`config.mk`:
```
export PLATFORM = sky130hd
export DESIGN_NAME = ttt_move_engine
export DESIGN_NICKNAME = d
export VERILOG_FILES = /design/src/rtl/ttt_pkg.sv /design/src/rtl/ttt_lfsr8.sv /design/src/rtl/ttt_move_engine.sv
export SDC_FILE = /design/constraint.sdc
export NUM_CORES = 1
export LEC_CHECK = 0
export CELL_PAD_IN_SITES_DETAIL_PLACEMENT = 1
export CELL_PAD_IN_SITES_GLOBAL_PLACEMENT = 2
export CORE_MARGIN = 4
export CORE_UTILIZATION = 42
export DETAILED_ROUTE_END_ITERATION = 16
export DONT_BUFFER_PORTS = 1
export PLACE_DENSITY = 0.92
export SLEW_MARGIN = 20
export SYNTH_ARGS = -nofsm -noshare
export SYNTH_HDL_FRONTEND = slang
export SYNTH_SLANG_ARGS = --single-unit
```
`constraint.sdc`:
```
create_clock -name clock -period 12.7 [get_ports clock]
set_input_delay 1.905 -clock clock [delete_from_list [all_inputs] [get_ports clock]]
set_output_delay 1.905 -clock clock [all_outputs]
set_load 0.1 [all_outputs]
```
`src/rtl/ttt_pkg.sv`:
```
// Shared types, constants and board helpers for the tic-tac-toe move engine.
package ttt_pkg;

    typedef enum logic [0:0] {IDLE, SCAN} state_t;

    localparam int unsigned MAX_CELLS   = 64;
    localparam int unsigned MAX_ID_W    = 8;
    localparam int unsigned MAX_BOARD_W = MAX_CELLS * MAX_ID_W;

    localparam logic [MAX_ID_W-1:0] EMPTY_ID  = '0;
    localparam logic [7:0]          LFSR_TAPS = 8'hB8;

    // Board is passed zero-extended to the widest legal size so one helper serves every build.
    function automatic logic [MAX_ID_W-1:0] cell_get(input logic [MAX_BOARD_W-1:0] board,
                                                     input int unsigned            i,
                                                     input int unsigned            id_w);
        logic [MAX_BOARD_W-1:0] shifted;
        logic [MAX_ID_W-1:0]    mask;
        shifted = board >> (i * id_w);
        mask    = MAX_ID_W'((1 << id_w) - 1);
        return shifted[MAX_ID_W-1:0] & mask;
    endfunction

endpackage

```
`src/rtl/ttt_lfsr8.sv`:
```
// Free-running 8-bit Galois LFSR used to pick the scan start cell.
module ttt_lfsr8
    import ttt_pkg::*;
#(
    parameter logic [7:0] SEED = 8'h01
) (
    input  logic       clock,
    input  logic       reset,
    output logic [7:0] value
);

    logic [7:0] lfsr_d;
    logic [7:0] lfsr_q;

    always_comb begin
        lfsr_d = (lfsr_q >> 1) ^ (lfsr_q[0] ? LFSR_TAPS : 8'h00);
    end

    always_ff @(posedge clock or posedge reset) begin
        if (reset) begin
            lfsr_q <= SEED;
        end else begin
            lfsr_q <= lfsr_d;
        end
    end

    assign value = lfsr_q;

endmodule

```
`src/rtl/ttt_move_engine.sv`:
```
// Board-owning move engine: human write port plus a one-cell-per-cycle machine move scan.
module ttt_move_engine
    import ttt_pkg::*;
#(
    parameter int unsigned N_CELLS   = 9,
    parameter int unsigned ID_W      = 2,
    parameter bit          RANDOM_EN = 1'b1,
    parameter logic [7:0]  LFSR_SEED = 8'h01,
    localparam int unsigned POS_W    = $clog2(N_CELLS)
) (
    input  logic                    clock,
    input  logic                    reset,
    input  logic                    clear,
    input  logic                    wr_en,
    input  logic [POS_W-1:0]        wr_pos,
    input  logic [ID_W-1:0]         wr_id,
    output logic                    wr_err,
    input  logic                    req,
    input  logic [ID_W-1:0]         ai_id,
    output logic                    busy,
    output logic                    done,
    output logic                    no_move,
    output logic [POS_W-1:0]        position,
    output logic [N_CELLS*ID_W-1:0] board
);

    localparam logic [POS_W-1:0] LAST_POS = POS_W'(N_CELLS - 1);
    localparam logic [ID_W-1:0]  EMPTY    = ID_W'(EMPTY_ID);

    state_t            state_q, state_d;
    logic [ID_W-1:0]   cells_q [N_CELLS];
    logic [ID_W-1:0]   cells_d [N_CELLS];
    logic [POS_W-1:0]  idx_q, idx_d;
    logic [POS_W-1:0]  cnt_q, cnt_d;
    logic [POS_W-1:0]  position_q, position_d;
    logic [ID_W-1:0]   ai_id_q, ai_id_d;
    logic              done_q, done_d;
    logic              no_move_q, no_move_d;
    logic              wr_err_q, wr_err_d;

    logic [7:0]        lfsr;
    logic [POS_W-1:0]  start_pos;
    logic [ID_W-1:0]   scan_cell;
    logic [ID_W-1:0]   wr_cell;
    logic              wr_ok;

    ttt_lfsr8 #(
        .SEED (LFSR_SEED)
    ) u_lfsr (
        .clock (clock),
        .reset (reset),
        .value (lfsr)
    );

    for (genvar g = 0; g < N_CELLS; g++) begin : g_pack
        assign board[g*ID_W +: ID_W] = cells_q[g];
    end

    assign start_pos = RANDOM_EN ? POS_W'(32'(lfsr) % N_CELLS) : '0;
    assign scan_cell = ID_W'(cell_get(MAX_BOARD_W'(board), 32'(idx_q), ID_W));
    assign wr_cell   = ID_W'(cell_get(MAX_BOARD_W'(board), 32'(wr_pos), ID_W));
    assign wr_ok     = (32'(wr_pos) < N_CELLS) && (wr_id != EMPTY) && (wr_cell == EMPTY);

    always_comb begin
        state_d    = state_q;
        cells_d    = cells_q;
        idx_d      = idx_q;
        cnt_d      = cnt_q;
        position_d = position_q;
        ai_id_d    = ai_id_q;
        done_d     = 1'b0;
        no_move_d  = 1'b0;
        wr_err_d   = 1'b0;

        if (clear) begin
            cells_d = '{default: '0};
            state_d = IDLE;
        end else begin
            case (state_q)
                IDLE: begin
                    // A write and a request in the same cycle: the scan starts on the updated board.
                    if (wr_en) begin
                        if (wr_ok) begin
                            cells_d[wr_pos] = wr_id;
                        end else begin
                            wr_err_d = 1'b1;
                        end
                    end
                    if (req) begin
                        ai_id_d = ai_id;
                        idx_d   = start_pos;
                        cnt_d   = '0;
                        state_d = SCAN;
                    end
                end
                SCAN: begin
                    wr_err_d = wr_en;
                    if (scan_cell == EMPTY) begin
                        cells_d[idx_q] = ai_id_q;
                        position_d     = idx_q;
                        done_d         = 1'b1;
                        state_d        = IDLE;
                    end else if (cnt_q == LAST_POS) begin
                        done_d    = 1'b1;
                        no_move_d = 1'b1;
                        state_d   = IDLE;
                    end else begin
                        idx_d = (idx_q == LAST_POS) ? '0 : idx_q + POS_W'(1);
                        cnt_d = cnt_q + POS_W'(1);
                    end
                end
                default: state_d = IDLE;
            endcase
        end
    end

    always_ff @(posedge clock or posedge reset) begin
        if (reset) begin
            state_q    <= IDLE;
            cells_q    <= '{default: '0};
            idx_q      <= '0;
            cnt_q      <= '0;
            position_q <= '0;
            ai_id_q    <= '0;
            done_q     <= 1'b0;
            no_move_q  <= 1'b0;
            wr_err_q   <= 1'b0;
        end else begin
            state_q    <= state_d;
            cells_q    <= cells_d;
            idx_q      <= idx_d;
            cnt_q      <= cnt_d;
            position_q <= position_d;
            ai_id_q    <= ai_id_d;
            done_q     <= done_d;
            no_move_q  <= no_move_d;
            wr_err_q   <= wr_err_d;
        end
    end

    assign busy     = (state_q == SCAN);
    assign done     = done_q;
    assign no_move  = no_move_q;
    assign wr_err   = wr_err_q;
    assign position = position_q;

endmodule

```
======== Word level (Yosys, flattened, before mapping) ========
Index checks and enable logic that the tools add are counted.
word-level totals
  memory bits (writable) .................. 0
  input port bits ......................... 13
  flip-flop bits (word level) ............. 44
  ROM bits ................................ 0
  bits in latches ......................... 0
  memories kept ........................... 0
cells by class
  div/mod/pow operators ................... 1
  eq/ne operators ......................... 8
  reduce and logical (&&, ||, !) cells .... 11
  mux-type cells .......................... 37
  $add $sub $neg .......................... 2
  order comparisons ....................... 5
  shift-type cells ........................ 2
  bitwise logic cells ..................... 5
  multiply operators ...................... 0
operators by type and width
  operator                                                                      number
  18-bit two-way mux                                                            4
  18-bit bitwise mux                                                            2
  18-bit one-hot mux with 2 select lines                                        1
  18-bit by 5-bit >> shifter with 2-bit output                                  2
  8-bit by 4-bit remainder unit with 32-bit output, second input constant       1
  4-bit two-way mux                                                             7
  2-bit demux with 4-bit select                                                 2
  4-bit one-hot mux with 2 select lines                                         2
  1-bit two-way mux                                                             14
  5-bit >= comparator, second input constant                                    2
  5-bit by 1-bit less-than comparator with 1-bit output, second input constant  2
  4-bit NOT with 5-bit output                                                   2
  3-bit AND reduction                                                           3
  4-bit by 1-bit adder with 4-bit output, second input constant                 2
  4-bit == test, second input constant                                          2
  8-bit two-way mux                                                             1
  7-bit by 8-bit XOR with 8-bit output                                          1
  2-bit inequality test, second input constant                                  3
  3-bit inequality test, second input constant                                  2
  1-bit logical AND                                                             4
  2-bit zero test                                                               2
  4-bit less-than comparator, second input constant                             1
  2-bit two-way mux                                                             2
  1-bit one-hot mux with 2 select lines                                         2
  4 further kinds                                                               5

======== Longest topological paths before layout ========
  word-level depth ........................ 10
  mapped depth ............................ 24
  depth with buffers taken out ............ 22

======== Modules after synthesis ========
A second synthesis with hierarchy kept.
second synthesis, totals
  cell total of the unflattened synthesis .. 432
  area total of the unflattened synthesis .. 3663.5 um2
modules (own cells, without submodules)
  module           instances  area each (um2)  cells each
  ttt_move_engine  1          3394.5           415
  ttt_lfsr8        1          269.0            17

======== Worst setup path before layout ========
Ideal clock, no wire load.
  kind .................................... reg-to-reg
  start ................................... reg u_lfsr.lfsr_q[6], in the netlist u_lfsr.value[6]
  end ..................................... reg idx_q[1]
  required time ........................... 12.606 ns
  setup slack ............................. 7.661 ns
  period minus slack after synthesis ...... 5.039 ns
  stages on the path, launching flop included .. 25
  buffers on the path ..................... 2
  arrival ................................. 4.945 ns
  path through ............................ dfrtp_1 > buf_6 > or2_1 > nor2_1 > inv_1 > ha_1 > nand2b_1 > a311oi_1 > and3_1 > clkbuf_1 > a21oi_1 > o31a_1 > inv_1 > ha_1 > inv_1 > o311ai_1 > o311a_4 > a211oi_4 > xnor2_1 > ha_1 > inv_1 > o31ai_2 > nand3_2 > mux2_4 > a221oi_2
between the ends
  longest elaborated chain between the ends .. 3
ends and longest elaborated chain
  element                                           line                    source
  start: declaration                                ttt_lfsr8.sv:13         logic [7:0] lfsr_q;
  start signal: assignment                          ttt_lfsr8.sv:23         lfsr_q <= lfsr_d;
  8-bit by 4-bit remainder unit with 32-bit output  ttt_move_engine.sv:59   assign start_pos = RANDOM_EN ? POS_W'(32'(lfsr) % N_CELLS) : '0;
  4-bit two-way mux                                 ttt_move_engine.sv:89   if (req) begin
  4-bit one-hot mux with 2 select lines             ttt_move_engine.sv:79   case (state_q)
  end signal: assignment                            ttt_move_engine.sv:131  idx_q <= idx_d;
  end: declaration                                  ttt_move_engine.sv:33   logic [POS_W-1:0] idx_q, idx_d;
No other way between the ends. The select of a mux whose other input is x is not followed.
A chain may end at the register's enable or synchronous reset.

======== Final worst setup path ========
Same ends and word-level chain as after synthesis.

==> impl_summary.log <==
INFO  metric status = complete, no violations
INFO  metric final_layout_size_suffix_gt1_share = 7.42%
INFO  metric timing.final.max_slew_violations = 0
INFO  metric dr.pass1.iters = 4
INFO  metric slew_headroom = 28.6%
INFO  metric r2r_setup_slack = 6.73 ns
INFO  metric critical_path_peak_fanout = 20
INFO  metric design.final.nets = 415
INFO  metric antenna_found_initial = 0
INFO  metric dieWidth = 99.0 um
INFO  metric final_cell_mix = nand2_1, dfrtp_1, a21oi_1
INFO  metric routed-via-count = 3,214
INFO  metric r2r.worst_path.cells = 22
INFO  metric detail_route.wirelength = 10.1 mm
INFO  metric final.setup.tns = 0 ns
INFO  metric maxClockFrequency = 168 MHz
INFO  metric detail_route.vias_per_cell = 6.52
INFO  metric max_slew.worst_pin.slew = 1.07 ns
INFO  metric port_buffers = 0
INFO  metric grt_max_degree = 45
INFO  metric whs_path_depth = 0
INFO  metric core_area = 7890 um2
INFO  metric h-tree-depth = 2
INFO  metric synth-edff-count = 0
INFO  metric timing.final.hold_violations = 0
INFO  metric timing.critical_path.cells = or2_1 > nor2_1 > inv_1 > ha_1 > nand2b_1 > a311oi_1 > and3_1 > a21oi_1 > o31a_1 > inv_1 > ha_1 > inv_1 > o311ai_1 > o311a_4 > a211oi_4 > xnor2_1 > ha_1 > inv_1 > o31ai_2 > nand3_2 > mux2_4 > a221oi_2
INFO  metric clock-root-buffer = clkbuf_8
INFO  metric critical_path.slowest_cell = dfrtp_1
INFO  metric clockBufferDepth = 2
INFO  metric post_synth_and_or_nand_nor_area_fraction = 21.7%
INFO  metric dpl.hpwl = 7.47 mm
INFO  metric yosysWarningCount = 0
INFO  metric boundaryPins = 39
INFO  metric p_per_area = 210 nW/um2
INFO  metric cts_resizes = 0
INFO  metric data_arrival_time_of_the_critical_path = 6.17 ns
INFO  metric cap_violations = 0
INFO  metric hold-worst-slack = 0.460 ns
INFO  metric final.setup_skew = 0.0102 ns
INFO  metric worst_setup_path_class = reg -> reg
INFO  metric min-delay-path-class = reg -> reg
INFO  metric min_period = 5.97 ns
INFO  metric synthDistinctLibCells = 75
INFO  metric number_of_routed_nets_with_antenna_violations = 0
INFO  metric critPathMaxStageDelay = 0.61 ns
INFO  metric std_cell_rows = 32
INFO  metric synth-adder-area-share = 3.95%
INFO  metric yosys_reg_bits = 44
INFO  metric synth.yosys.seq_area_share = 31.7%
INFO  metric cts_setup_buffers = 0
INFO  metric routed_wire_length_per_instance = 20.6 um
INFO  metric crit_path_end_kind = flip-flop
INFO  metric crit_start_category = flip-flop
INFO  metric worst_hold_path.endpoint = u_lfsr.value[0]$_DFF_PP1_
INFO  metric setup_viol = 0
INFO  metric critical-path-top-cell-by-count = inv_1
INFO  metric fp.dieArea = 9810 um2
INFO  metric wire_length_of_the_first_global_routing_pass = 17.1 mm
INFO  metric layout_worst_path_cycle_share = 47.0%
INFO  metric grt_use_total = 21.1%
INFO  metric ir_drop = 0.121 mV
INFO  metric insertion_delay = 0.30 ns
INFO  metric asyncSetResetFlopFracSynth = 100%
INFO  metric worst_ep_required_time = 12.90 ns
INFO  metric power_leakage = 1.43 nW
INFO  metric synthCells = 407
INFO  metric cts_num_sinks = 44
INFO  metric synthMuxAreaShare = 1.98%
INFO  metric initial_utilization = 44.1%
INFO  metric gp_routability_congestion = 0.872
INFO  metric ys.flop_type = dfrtp_1
INFO  metric detail_route.drc_violations = 0
INFO  metric cts_tree = built
INFO  metric main_combinational_cell_family_by_area_after_synthesis = compound AO/OA/AOI/OAI gates
INFO  metric worstReg2RegStart = u_lfsr.value[6]$_DFF_PP0_
INFO  metric layout_commonest_cell = nand2_1
INFO  metric synth_compound_area_share = 33.9%
INFO  metric diodes = 0
INFO  metric cts_inserted_buffers = 5
INFO  metric post_synth.cell_area_avg = 8.55 um2
INFO  metric synthXorXnorAreaFrac = 2.01%
INFO  metric grt_setup_unrepaired = false
INFO  metric synth.cell_area = 3480 um2
INFO  metric grt.overflow.total = 0
INFO  metric regToRegEndpoint = idx_q[1]$_DFFE_PP0P_
INFO  metric layoutNonFillerInstCount = 493
INFO  metric grt_pass1_vias = 3,290
INFO  metric cts.reportedPaths.clkPinSlew = 0.09 ns
INFO  metric die_y = 99.0 um
INFO  metric synthesis.nets = 431
INFO  metric cts-hold-fix-buffers = 0
INFO  metric dp_cells = 486
INFO  metric area_growth = 4.28%
INFO  metric hold_path_start = u_lfsr.value[1]$_DFF_PP0_
INFO  metric detail_route.iter0.violations = 260
## layer usage
metal / global-route usage [%] / vias to the layer above / wire length [um]
met5: 0 / - / 0
met4: 4.10 / 0 / 100
met3: 4.25 / 13 / 566
met2: 34.7 / 73 / 4870
met1: 28.8 / 1620 / 4610
li1: - / 1508 / -
## stage by stage
stage               power [mW]  setup slack, ns  cell area [um2]  util (%)
floorplan                0.581             7.66             3480         -
global placement         0.629             7.25             3500      44.4
detailed placement       0.639             6.93             3500      44.4
CTS                      0.767             6.76             3630      46.0
global route             0.805             6.17             3630      46.0
finish                   0.764             6.73             3630      46.0
## cell usage after synthesis, drive strengths merged, types with 3 or more instances
library cell / count / share of area (%)
nand2: 49 / 5.3
and3: 4 / 0.72
a31oi: 3 / 0.54
nor3b: 7 / 1.5
buf: 8 / 1.5
a221oi: 3 / 1.4
nor2b: 7 / 1.3
nand2b: 5 / 0.90
nand3: 13 / 2.2
a2111oi: 5 / 1.3
a21o: 3 / 0.65
o31ai: 7 / 1.7
xor2: 5 / 1.3
o22a: 3 / 0.75
and2: 4 / 0.72
inv: 15 / 1.6
nand3b: 4 / 0.86
a211oi: 7 / 2.0
or3: 3 / 0.54
nor2: 25 / 2.8
xnor2: 3 / 0.75
a21oi: 31 / 4.6
o32a: 3 / 0.86
ha: 11 / 4.0
o21a: 25 / 5.4
dfrtp: 43 / 31
o21ai: 23 / 3.4
o221ai: 18 / 4.7
nor3: 12 / 1.7
clkbuf: 15 / 1.6
## flip-flops by register name, summed over array words and instances (netlist names)
register and cells:
ai_id_q 2, idx_q 4, busy 1, position 4, board 18, u_lfsr.value 8, wr_err 1, cnt_q 4
no_move 1, done 1
## worst max-delay path by stage
stage | from | endpoint | slack [ns] | cells after the start
after global placement | u_lfsr.value[6]$_DFF_PP0_ | idx_q[1]$_DFFE_PP0P_ | 7.25 | 22
after CTS | u_lfsr.value[6]$_DFF_PP0_ | idx_q[1]$_DFFE_PP0P_ | 6.76 | 22
after detailed placement | u_lfsr.value[6]$_DFF_PP0_ | idx_q[1]$_DFFE_PP0P_ | 6.93 | 22
after global routing | u_lfsr.value[6]$_DFF_PP0_ | idx_q[1]$_DFFE_PP0P_ | 6.17 | 22
after floorplan | u_lfsr.value[6]$_DFF_PP0_ | idx_q[1]$_DFFE_PP0P_ | 7.66 | 24
final | u_lfsr.value[6]$_DFF_PP0_ | idx_q[1]$_DFFE_PP0P_ | 6.73 | 22
## worst max-delay path: cells and delay by family (launching register included)
kind | cells | cell delay, ns
simple gates | 5 | 1.29
buf+inv | 4 | 0.37
fa+ha+maj | 3 | 0.85
mux | 1 | 0.35
xor+xnor | 1 | 0.32
compound gates | 8 | 2.08
flops | 1 | 0.61
## cell families after synthesis
family / Yosys count
compound gates: 155
simple gates: 145
flops: 44
buf+inv: 39
fa+ha+maj: 11
xor+xnor: 8
mux: 5
## power by group
group	switching (mW)	internal [mW]	leakage, nW	total [mW]
Sequential	0.298	0.174	0.568	0.473
Combinational	0.0955	0.0684	0.796	0.164
Clock	0.0494	0.0775	0.0642	0.127
Total	0.443	0.320	1.43	0.764
## cell type report
cell class,instances,area [um2]
flip-flops and latches,44,1100
well taps,102,128
clock inverters,2,60.1
inverters,16,60.1
multi-input cells,324,2210
fillers,946,4260
clock buffers,5,68.8
(Power assumes the default switching activity.)
